## src/rtl/io_pkg.sv

```systemverilog
`default_nettype none
// ============================================================================
//  Module  : io_pkg
//  Purpose : Shared constants for the board input conditioning path.
//            Channel indices follow the PORTI/PORTJ bit layout seen by comp:
//            bits 0-4 are push buttons, bits 5-20 are slide switches.
//  Rev     : 1.0  initial release
// ============================================================================
package io_pkg;

  localparam int DEF_WIDTH        = 21;
  localparam int DEF_STABLE_TICKS = 4;
  localparam int DEF_CNT_W        = 3;

  // Push buttons
  localparam int IDX_BTNC = 0;
  localparam int IDX_BTND = 1;
  localparam int IDX_BTNU = 2;
  localparam int IDX_BTNR = 3;
  localparam int IDX_BTNL = 4;

  // Slide switches SW0..SW15 occupy bits 5..20
  localparam int IDX_SW0  = 5;
  localparam int IDX_SW15 = 20;

  // Channel class, handy when mapping a bit index back to the board.
  typedef enum logic [0:0] {
    CH_BUTTON = 1'b0,
    CH_SWITCH = 1'b1
  } ch_kind_e;

  function automatic ch_kind_e ch_kind(input int idx);
    return (idx >= IDX_SW0) ? CH_SWITCH : CH_BUTTON;
  endfunction

endpackage : io_pkg
`default_nettype wire

```

## src/rtl/debounce_bit.sv

```systemverilog
`default_nettype none
// ============================================================================
//  Module  : debounce_bit
//  Purpose : One input channel: 2-flop synchronizer, tick-paced debounce
//            counter, debounced level, one-cycle edge pulses and a sticky
//            press flag with level-sensitive clear.
//  Ports   : clk, rst        - system clock, synchronous active-high reset
//            i_tick          - sample strobe (one clk wide)
//            i_din           - raw asynchronous pin level
//            i_clr           - clear for o_latch
//            o_dout          - debounced level
//            o_rise/o_fall   - registered one-cycle edge pulses
//            o_latch         - sticky flag set by a rise
//            o_rise_next/o_fall_next - values o_rise/o_fall take on the
//                              next edge (lets the parent register CHANGED
//                              in step with the pulses)
//  Rev     : 1.0  initial release
// ============================================================================
module debounce_bit
  import io_pkg::*;
#(
  parameter int STABLE_TICKS = DEF_STABLE_TICKS,
  parameter int CNT_W        = DEF_CNT_W
) (
  input  logic clk,
  input  logic rst,
  input  logic i_tick,
  input  logic i_din,
  input  logic i_clr,
  output logic o_dout,
  output logic o_rise,
  output logic o_fall,
  output logic o_latch,
  output logic o_rise_next,
  output logic o_fall_next
);

  localparam logic [CNT_W-1:0] c_last_cnt = CNT_W'(STABLE_TICKS - 1);

  logic             r_s1;
  logic             r_s2;
  logic [CNT_W-1:0] r_cnt;
  logic             r_dout;
  logic             r_dout_d;
  logic             r_rise;
  logic             r_fall;
  logic             r_latch;

  // The pulses trail the accepting edge by one clock: they are derived from
  // the debounced level and its one-cycle-delayed copy.
  logic w_rise_next;
  logic w_fall_next;

  assign w_rise_next =  r_dout & ~r_dout_d;
  assign w_fall_next = ~r_dout &  r_dout_d;

  always_ff @(posedge clk) begin
    if (rst) begin
      r_s1     <= 1'b0;
      r_s2     <= 1'b0;
      r_cnt    <= '0;
      r_dout   <= 1'b0;
      r_dout_d <= 1'b0;
      r_rise   <= 1'b0;
      r_fall   <= 1'b0;
      r_latch  <= 1'b0;
    end else begin
      r_s1     <= i_din;
      r_s2     <= r_s1;
      r_dout_d <= r_dout;
      r_rise   <= w_rise_next;
      r_fall   <= w_fall_next;
      // A set arriving together with a clear wins.
      r_latch  <= (r_latch & ~i_clr) | w_rise_next;

      if (i_tick) begin
        if (r_s2 == r_dout) begin
          // Any sample back at the current level restarts the count.
          r_cnt <= '0;
        end else if (r_cnt == c_last_cnt) begin
          r_dout <= r_s2;
          r_cnt  <= '0;
        end else begin
          r_cnt <= r_cnt + CNT_W'(1);
        end
      end
    end
  end

  assign o_dout      = r_dout;
  assign o_rise      = r_rise;
  assign o_fall      = r_fall;
  assign o_latch     = r_latch;
  assign o_rise_next = w_rise_next;
  assign o_fall_next = w_fall_next;

endmodule : debounce_bit
`default_nettype wire

```

## src/rtl/input_debounce.sv

```systemverilog
`default_nettype none
// ============================================================================
//  Module  : input_debounce
//  Purpose : Conditions the raw board buttons and switches before they reach
//            comp's PORTI/PORTJ. One debounce_bit per channel, plus a common
//            CHANGED flag that pulses whenever any channel emits RISE or FALL.
//  Ports   : CLK, RESET - system clock, synchronous active-high reset
//            TICK       - 1 kHz sample strobe, one CLK wide
//            DIN        - raw pin levels
//            CLR        - per-bit clear of LATCH
//            DOUT       - debounced levels
//            RISE/FALL  - one-CLK edge pulses
//            LATCH      - sticky press flags
//            CHANGED    - OR of RISE|FALL, aligned with them
//  Note    : CNT_W must satisfy 2**CNT_W > STABLE_TICKS, STABLE_TICKS >= 1.
//  Rev     : 1.0  initial release
// ============================================================================
module input_debounce
  import io_pkg::*;
#(
  parameter int WIDTH        = DEF_WIDTH,
  parameter int STABLE_TICKS = DEF_STABLE_TICKS,
  parameter int CNT_W        = DEF_CNT_W
) (
  input  logic             CLK,
  input  logic             RESET,
  input  logic             TICK,
  input  logic [WIDTH-1:0] DIN,
  input  logic [WIDTH-1:0] CLR,
  output logic [WIDTH-1:0] DOUT,
  output logic [WIDTH-1:0] RISE,
  output logic [WIDTH-1:0] FALL,
  output logic [WIDTH-1:0] LATCH,
  output logic             CHANGED
);

  logic [WIDTH-1:0] w_rise_next;
  logic [WIDTH-1:0] w_fall_next;
  logic             r_changed;

  for (genvar i = 0; i < WIDTH; i++) begin : g_ch
    debounce_bit #(
      .STABLE_TICKS (STABLE_TICKS),
      .CNT_W        (CNT_W)
    ) u_bit (
      .clk         (CLK),
      .rst         (RESET),
      .i_tick      (TICK),
      .i_din       (DIN[i]),
      .i_clr       (CLR[i]),
      .o_dout      (DOUT[i]),
      .o_rise      (RISE[i]),
      .o_fall      (FALL[i]),
      .o_latch     (LATCH[i]),
      .o_rise_next (w_rise_next[i]),
      .o_fall_next (w_fall_next[i])
    );
  end

  // Built from the per-channel next-values so it lands on the same edge as
  // the RISE/FALL pulses rather than one clock later.
  always_ff @(posedge CLK) begin
    if (RESET) begin
      r_changed <= 1'b0;
    end else begin
      r_changed <= |(w_rise_next | w_fall_next);
    end
  end

  assign CHANGED = r_changed;

endmodule : input_debounce
`default_nettype wire

```

## config.mk

```make
export PLATFORM = sky130hd
export DESIGN_NAME = input_debounce
export DESIGN_NICKNAME = d
export VERILOG_FILES = /design/src/rtl/io_pkg.sv /design/src/rtl/debounce_bit.sv /design/src/rtl/input_debounce.sv
export SDC_FILE = /design/constraint.sdc
export NUM_CORES = 1
export LEC_CHECK = 0
export CAP_MARGIN = 20
export CORE_UTILIZATION = 50
export CTS_CLUSTER_SIZE = 25
export DETAILED_ROUTE_END_ITERATION = 8
export GPL_TIMING_DRIVEN = 0
export HOLD_SLACK_MARGIN = 0.05
export PLACE_DENSITY = 0.74
export RECOVER_POWER = 50
export SLEW_MARGIN = 20
export SYNTH_ARGS = -nofsm -noshare
export SYNTH_HDL_FRONTEND = slang
export SYNTH_SLANG_ARGS = --single-unit
```

## constraint.sdc

```tcl
create_clock -name CLK -period 1.5 [get_ports CLK]
set_input_delay 0.3 -clock CLK [delete_from_list [all_inputs] [get_ports CLK]]
set_output_delay 0.3 -clock CLK [all_outputs]
set_load 0.01 [all_outputs]
```

# [Word-level counts from Yosys, hierarchy flattened]
# Cells that the tools add are included.
[totals] ff_bits=211 latch_bits=0 mem_bits_rw=0 rom_bits=0 output_inout_bits=85 elab_cells=465 mem_count=0
[classes] addsub=21 n_mul=0 div_mod_pow=0 n_lt_le_gt_ge=0 eq_ne=42 n_shift=0 n_mux=42 bitwise_logic=169 n_reduce_logical=22
[op_table] op="two-way mux 3 bit" count=42
[op_table] op="inverter 1 bit" count=84
[op_table] op="adder 3 x 1 -> 3 bit, second input constant" count=21
[op_table] op="bitwise AND 1 bit" count=63
[op_table] op="== test 3 x 2 -> 1 bit, second input constant" count=21
[op_table] op="AND reduction 3 bit" count=21
[op_table] op="== test 1 bit" count=21
[op_table] op="bitwise OR 1 bit" count=21
[op_table] op="bitwise OR 21 bit" count=1
[op_table] op="OR reduction 21 bit" count=1

# [Logic depth before layout (Yosys ltp)]
# Gate-level depths: netlist of run 1.
[depth] word_depth=4 depth_mapped=5 depth_no_buf=5

# [By module]
# From an unflattened synthesis of run 1, not the netlist that was laid out.
[unflattened] hier_cells=752 area_unflattened_um2=7683.6
[modules_own_cells] mod="debounce_bit" instances=21 cells_each=35 area_per_inst_um2=360.3 seq_area_each_um2=200.2
[modules_own_cells] mod="input_debounce" instances=1 cells_each=17 area_per_inst_um2=116.4 seq_area_each_um2=20.0

# [Worst setup path after synthesis of run 1]
# No wires, ideal clock.
[synth_timing] kind="reg2reg" start="register g_ch[13].u_bit.r_dout_d" end="register r_changed (netlist: CHANGED)" setup_time_ps=136 t_arrival_ps=1070 path_slack_ps=294 path_stages_with_launch=6 path_buffers=0 period_less_slack_ps=1206 path_cell_list="dfxtp_1 > inv_1 > ha_1 > nand4_1 > nor4_1 > a41oi_1"
[synth_via] elab_chain_len=4
[synth_lines] item="start: declaration" line="debounce_bit.sv:44" rtl="logic r_dout_d;"
[synth_lines] item="start signal: assignment" line="debounce_bit.sv:70" rtl="r_dout_d <= r_dout;"
[synth_lines] item="inverter 1 bit" line="debounce_bit.sv:54" rtl="assign w_rise_next = r_dout & ~r_dout_d;"
[synth_lines] item="bitwise AND 1 bit" line="debounce_bit.sv:54"
[synth_lines] item="bitwise OR 21 bit *" line="input_debounce.sv:66" rtl="r_changed <= |(w_rise_next | w_fall_next);"
[synth_lines] item="OR reduction 21 bit *" line="input_debounce.sv:66"
[synth_lines] item="end signal: assignment" line="input_debounce.sv:66"
[synth_lines] item="end: declaration" line="input_debounce.sv:39" rtl="logic r_changed;"
# Mark *: on every way between the ends. The rest lies on a longest branch, timed or not.
# A chain may end at the register's enable or synchronous reset.

# [Final worst setup path of run 1]
[layout_timing] start="register g_ch[7].u_bit.r_dout" end="output port DOUT[7]"
[layout_rtl] item="start: declaration" line="debounce_bit.sv:43" rtl="logic r_dout;"
[layout_rtl] item="start signal: assignment" line="debounce_bit.sv:81" rtl="r_dout <= r_s2;"
[layout_rtl] item="end: declaration" line="input_debounce.sv:30" rtl="output logic [WIDTH-1:0] DOUT,"
# No word-level cell between the ends.

==> results.ini, run 1 <==
[global_routing]
grt_pass1_vias=5888
grt_pass1_wl_mm=28.8
grt-ovfl-total=0
grtUsageTotal=0.198
grt_max_degree=14
grt_antenna_before_repair=0

[critical_path]
criticalPathCategory=flip-flop to primary output
start_kind=flip-flop
r2r_cells=4
timing.rr.start=g_ch[20].u_bit.o_dout$_SDFFE_PP0P_
r2r-end=CHANGED$_SDFF_PP0_
cp-end-kind=primary output
crit_arrival_ns=1.17
r2r_setup_slack_ns=0.03
required_ns=1.20
worstPathMaxFanout=2

[place]
place_ws_ns=-0.136
port_buffers=127
hpwl_mm=12.0
gp_congestion=0.749

[floorplan]
start_util=0.517
die_h_um=136
ios=130
std_cell_rows=48
core-area_mm2=0.0175
die_area_mm2=0.0186
die_w_um=136

[layout]
utilization=0.652
area_growth_pct=26.0
drive_gt1_frac=0.213
nNetsFinal=1185
regArea_mm2=0.00430
insertedDiodeCount=0
multi_input_area_mm2=0.00367
num-fill-cells=1458

[yosys]
syn_area_per_cell_um2=9.97
synthCells=906
yosysTopAreaCellShare=0.468
async_reset_ff_frac=0
synth_area_leaders=dfxtp_1, ha_1, buf_4, nand2b_1, nor2b_1
synth_seq_area_share=0.468
ys_ff_latch=211
synth_edf_count=0
synth_commonest_cells=dfxtp_1, nand2b_1, buf_4
syn_nets=1014
synth_cell_types=25
ys.flop_type=dfxtp_1
yosysWarnings=0
syn_area_mm2=0.00903
synth_top_cell_by_area=dfxtp_1
synth_most_common_cell=dfxtp_1

[clocking]
htreeDepth=1
cts_buffers=22
tritoncts=built
clkLatencyLatePin_ns=0.50
clk_path_buf_depth=3
clk_pin_slew_ns=0.06
cts_sinks=211
cts_root_buf=clkbuf_16
cts_hold_buf=0

[run]
maxCapViolations=0

[sta]
min_period_over_period=0.983
slew_headroom=0.502
slew_viol_final=0
fin_worst_skew_ns=0.00826
setup_viol=0
fin_crit_ns=1.47
hold_violations=0
setup_slack_ns=0.0253
hold_ws_ns=0.192
worst_pin_slew_ns=0.747
fmax_mhz=678
rsz0062_at_grt=yes

[worst_hold_path]
min_path_type=input port to flip-flop
hp-start=RESET
hold_end=g_ch[0].u_bit.o_fall$_SDFF_PP0_
whs_path_depth=2

[power]
leakagePower_nw=4.99
p_total_w=0.0114
power_density_mw_per_mm2=1000
ir_drop_mv=0.933

[detailed_routing]
drtPass1Iterations=4
wl_per_cell_um=13.7
drc_errors=0
drt_wl_total_mm=18.1
vias=6146
drtIter0Drc=206
routed_via_density=4.67
ant_nets=0

[outcome]
status=finished clean

where the power goes:
group	total, W	switching, W	internal [W]	leakage (nW)
Combinational	0.000504	0.000268	0.000235	2.90
Clock	0.00526	0.00211	0.00315	0.357
Sequential	0.00567	0.0000329	0.00564	1.73
Total	0.0114	0.00241	0.00903	4.99
sequential cells by signal (all words and copies together), names as in the netlist:
register             cells
g_ch.u_bit.o_fall       21
g_ch.u_bit.o_latch      21
CHANGED                  1
g_ch.u_bit.r_dout_d     21
g_ch.u_bit.o_dout       21
g_ch.u_bit.r_s1         21
g_ch.u_bit.r_s2         21
g_ch.u_bit.o_rise       21
g_ch.u_bit.r_cnt        63
layout make-up:
| type | count | area share |
|---|---|---|
| buffer | 121 | 0.0771 |
| sequential | 211 | 0.378 |
| tap | 225 | 0.0247 |
| timing repair buffer | 147 | 0.115 |
| multi-input combinational | 511 | 0.322 |
| inverter | 63 | 0.0208 |
| clock inverter | 8 | 0.00571 |
| clock buffer | 30 | 0.0564 |
through the flow:
stage	cells	instance area [um^2]	TNS, ns
final	1316	11400	0
after floorplan	906	9030	0
after global placement	1258	10600	-0.121
after global routing	1316	11400	-0.0936
after CTS	1316	11500	0
after detailed placement	1258	10600	-0.136
worst max-delay path by stage:
stage	endpoint	slack, ns	start
floorplan	CHANGED$_SDFF_PP0_	0.29	g_ch[13].u_bit.r_dout_d$_SDFF_PP0_
global placement	CHANGED$_SDFF_PP0_	-0.12	g_ch[9].u_bit.o_dout$_SDFFE_PP0P_
detailed placement	CHANGED$_SDFF_PP0_	-0.14	g_ch[9].u_bit.o_dout$_SDFFE_PP0P_
CTS	LATCH[15]	0.0002	g_ch[15].u_bit.o_latch$_SDFF_PP0_
global route	CHANGED$_SDFF_PP0_	-0.07	g_ch[17].u_bit.o_dout$_SDFFE_PP0P_
finish	DOUT[7]	0.03	g_ch[7].u_bit.o_dout$_SDFFE_PP0P_
critical path, stage by stage (launching register included):
cell and delay (ns):
dfxtp_4 0.34, buf_4 0.12, clkdlybuf4s15_2 0.21
cells by family (layout without fill, tap and decap cells):
family / after synthesis / count (layout) / synth area share
compound gates: 85 / 85 / 0.0517
xor+xnor: 21 / 21 / 0.0220
mux: 21 / 21 / 0.0233
fa+ha+maj: 63 / 63 / 0.0872
buf+inv: 184 / 369 / 0.130
flops: 211 / 211 / 0.468
simple gates: 321 / 321 / 0.218
layout by cell type (no fill, tap or decap), types with 13 or more instances in the layout:
cell type        count
nor2b_1             84
nor2_1              63
dfxtp_1            188
xor2_1              21
buf_4              107
clkbuf_1            17
nand2b_1           105
buf_2               19
nand4b_1            21
clkdlybuf4s50_1     40
a21oi_1             75
clkdlybuf4s15_1     56
dfxtp_4             19
clkbuf_2            13
nand3b_1            21
inv_1               63
clkbuf_16           23
mux2i_1             21
ha_1                59
timing repair:
item	4_1_cts	5_1_grt
resized for setup	196	57
endpoints found under the setup margin	86	56
setup buffers	20	0
pin swaps	3	0
per-layer routing:
layer,share of wire,GRT usage,up-vias
met5,0,0,-
met4,0.018,0.0623,0
met3,0.046,0.0298,27
met2,0.47,0.337,124
met1,0.47,0.256,2819
li1,-,-,3176
No activity file was read; power rests on OpenSTA's default activity.
==> run 2, diff against run 1 <==
--- a/config.mk
+++ b/config.mk
@@ -5,6 +5,7 @@
 export SDC_FILE = /design/constraint.sdc
 export NUM_CORES = 1
 export LEC_CHECK = 0
+export ABC_AREA = 1
 export CAP_MARGIN = 20
 export CORE_UTILIZATION = 50
 export CTS_CLUSTER_SIZE = 25
==> results.ini, run 2 <==
[yosys]
synth_area_leaders=dfxtp_1, ha_1, inv_1, nand2_1, buf_4
yosysTopAreaCellShare=0.478  ; +0.0108
synth_most_common_cell=dfxtp_1
synth_top_cell_by_area=dfxtp_1
synth_cell_types=16  ; -36%
synth_edf_count=0  ; unchanged
async_reset_ff_frac=0  ; unchanged
synth_commonest_cells=dfxtp_1, inv_1, nand2_1
syn_area_per_cell_um2=7.87  ; -21%
ys.flop_type=dfxtp_1
syn_nets=1230  ; +21%
synthCells=1122  ; +24%
yosysWarnings=0  ; unchanged
syn_area_mm2=0.00883  ; -2.3%
ys_ff_latch=211  ; unchanged
synth_seq_area_share=0.478  ; +0.0108

[detailed_routing]
routed_via_density=4.53  ; -3.1%
wl_per_cell_um=11.9  ; -13%
drc_errors=0  ; unchanged
drtPass1Iterations=4  ; unchanged
drt_wl_total_mm=18.1  ; about the same
drtIter0Drc=348  ; +69%
vias=6874  ; +12%
ant_nets=0  ; unchanged

[layout]
utilization=0.643  ; -0.00869
largest_reg_flops=63  ; unchanged
drive_gt1_frac=0.147  ; -0.0658
area_growth_pct=25.9  ; about the same
regMostFlops=g_ch.u_bit.r_cnt
layoutNonFillerInstCount=1519  ; +15%
layout_commonest_cell=inv_1
num-fill-cells=1495  ; +2.5%
multi_input_area_mm2=0.00302  ; -18%
insertedDiodeCount=0  ; unchanged
nNetsFinal=1388  ; +17%
most-common-layout-cells=inv_1, dfxtp_1, nand2_1, nor2_1, a21oi_1
regArea_mm2=0.00426  ; -0.90%

[run]
maxCapViolations=0  ; unchanged

[power]
ir_drop_mv=0.685  ; -27%
power_density_mw_per_mm2=1060  ; +5.3%
leakagePower_nw=5.12  ; +2.7%

[critical_path]
cp-end-kind=primary output
worst_path_largest_cell_delay_ns=0.30  ; -0.04 ns
slowest_stage=dfxtp_1
criticalPathCategory=flip-flop to primary output
start_kind=flip-flop
crit_buf_inv=2  ; unchanged
required_ns=1.20  ; about the same
crit_arrival_ns=1.17  ; about the same
crit_family=buffers and inverters
worstPathMaxFanout=1  ; -1
path_cells=buf_4 > dlygate4sd2_1

[global_routing]
grt_max_degree=15  ; +1
grt_pass1_wl_mm=29.7  ; +3.1%
grt-ovfl-total=0  ; unchanged
grt_pass1_vias=6469  ; +9.9%
grtUsageTotal=0.204  ; +0.00622
grt_antenna_before_repair=0  ; unchanged

[clocking]
tritoncts=built
cts_hold_buf=0  ; unchanged
htreeDepth=1  ; unchanged
clk_path_buf_depth=3  ; unchanged
clkLatencyLatePin_ns=0.49  ; about the same
cts_sinks=211  ; unchanged
cts_root_buf=clkbuf_16
clk_pin_slew_ns=0.06  ; about the same
cts_buffers=21  ; -4.5%

[floorplan]
core-area_mm2=0.0173  ; -1.0%
die_area_mm2=0.0182  ; -2.2%
die_w_um=135  ; -1.1%
die_h_um=135  ; -1.1%
ios=130  ; unchanged
start_util=0.511  ; -0.00641
std_cell_rows=48  ; unchanged

[sta]
min_period_over_period=0.980  ; -0.00265
worst_pin_slew_ns=0.833  ; +0.0868 ns
slew_headroom=0.444  ; -0.0578
fin_worst_skew_ns=0.00791  ; -0.000348 ns
setup_viol=0  ; unchanged
fmax_mhz=680  ; +0.27%
hold_violations=0  ; unchanged
slew_viol_final=0  ; unchanged
fin_crit_ns=1.47  ; -0.00397 ns

[place]
hpwl_mm=12.3  ; +2.8%
dpl.cell_count=1475  ; +17%
port_buffers=128  ; +0.79%
gp_congestion=0.784  ; +4.7%

[worst_hold_path]
min_path_type=input port to flip-flop

[outcome]
status=finished clean

-- run 2: worst paths after layout --
path / startpoint / to / slack, ns / cells past startpoint
setup / recovery: g_ch[18].u_bit.o_fall$_SDFF_PP0_ / FALL[18] / 0.03 / 2
setup reg to reg: g_ch[13].u_bit.o_dout$_SDFFE_PP0P_ / CHANGED$_SDFF_PP0_ / 0.06 / 7
hold reg to reg: g_ch[0].u_bit.r_s1$_SDFF_PP0_ / g_ch[0].u_bit.r_s2$_SDFF_PP0_ / 0.40 / 2
hold / removal: RESET / g_ch[0].u_bit.r_dout_d$_SDFF_PP0_ / 0.21 / 2
-- run 2: kinds of logic (layout without fill, tap and decap cells) --
group | after synthesis | in the layout | synth area share
buf+inv | 325 | 497 | 0.180
fa+ha+maj | 63 | 63 | 0.0893
xor+xnor | 9 | 9 | 0.00893
simple gates | 379 | 379 | 0.165
flops | 211 | 211 | 0.478
compound gates | 135 | 135 | 0.0782
-- run 2: through the flow --
| step | TNS, ns | power [W] | area (um^2) | hold WS (ns) | worst slack (ns) |
|---|---|---|---|---|---|
| after floorplan | 0 | 0.00615 | 8830 | 0.388 | 0.459 |
| after global placement | -3.02 | 0.00639 | 10400 | 0.390 | -0.112 |
| after detailed placement | -3.99 | 0.00640 | 10400 | 0.394 | -0.126 |
| after CTS | 0 | 0.0119 | 11200 | 0.0825 | 0.000502 |
| after global routing | -0.00128 | 0.0122 | 11100 | 0.228 | -0.00128 |
| final | 0 | 0.0118 | 11100 | 0.208 | 0.0293 |
-- run 2: layout make-up --
class                           count  area share
Buffer                            120      0.0728
Clock buffer                       29      0.0554
Clock inverter                      8      0.0104
Inverter                          205      0.0692
Multi-Input combinational cell    586       0.271
Sequential cell                   211       0.383
Tap cell                          225      0.0253
Timing Repair Buffer              135       0.112
-- run 2: routing by layer --
| layer | share of wire | GRT usage | vias to the layer above |
|---|---|---|---|
| met5 | 0 | 0 | - |
| met4 | 0.027 | 0.0749 | 0 |
| met3 | 0.051 | 0.0372 | 37 |
| met2 | 0.48 | 0.356 | 138 |
| met1 | 0.44 | 0.251 | 3098 |
| li1 | - | - | 3601 |
-- run 2: timing repair --
item | CTS | global route
setup buffers | 7 | 0
gates cloned | 0 | 0
resized for setup | 152 | 47
endpoints found under the setup margin | 85 | 45
endpoints found under the hold margin | 0 | 0
-- run 2: report_power, final --
part / internal, W / switching [W]
combinational: 0.000224 / 0.000324
clock: 0.00338 / 0.00211
sequential: 0.00568 / 0.0000417
-- run 2: worst reg2reg max path: cells and delay by family (launching register included) --
kind | cells | cell delay, ns
compound gates | 1 | 0.07
simple gates | 4 | 0.53
fa+ha+maj | 1 | 0.26
buf+inv | 1 | 0.14
flops | 1 | 0.32
==> run 3, diff against run 2 <==
--- a/config.mk
+++ b/config.mk
@@ -5,7 +5,6 @@
 export SDC_FILE = /design/constraint.sdc
 export NUM_CORES = 1
 export LEC_CHECK = 0
-export ABC_AREA = 1
 export CAP_MARGIN = 20
 export CORE_UTILIZATION = 50
 export CTS_CLUSTER_SIZE = 25
==> results of run 3 <==
The final DEF is identical to that of run 1; final timing and power are the same.
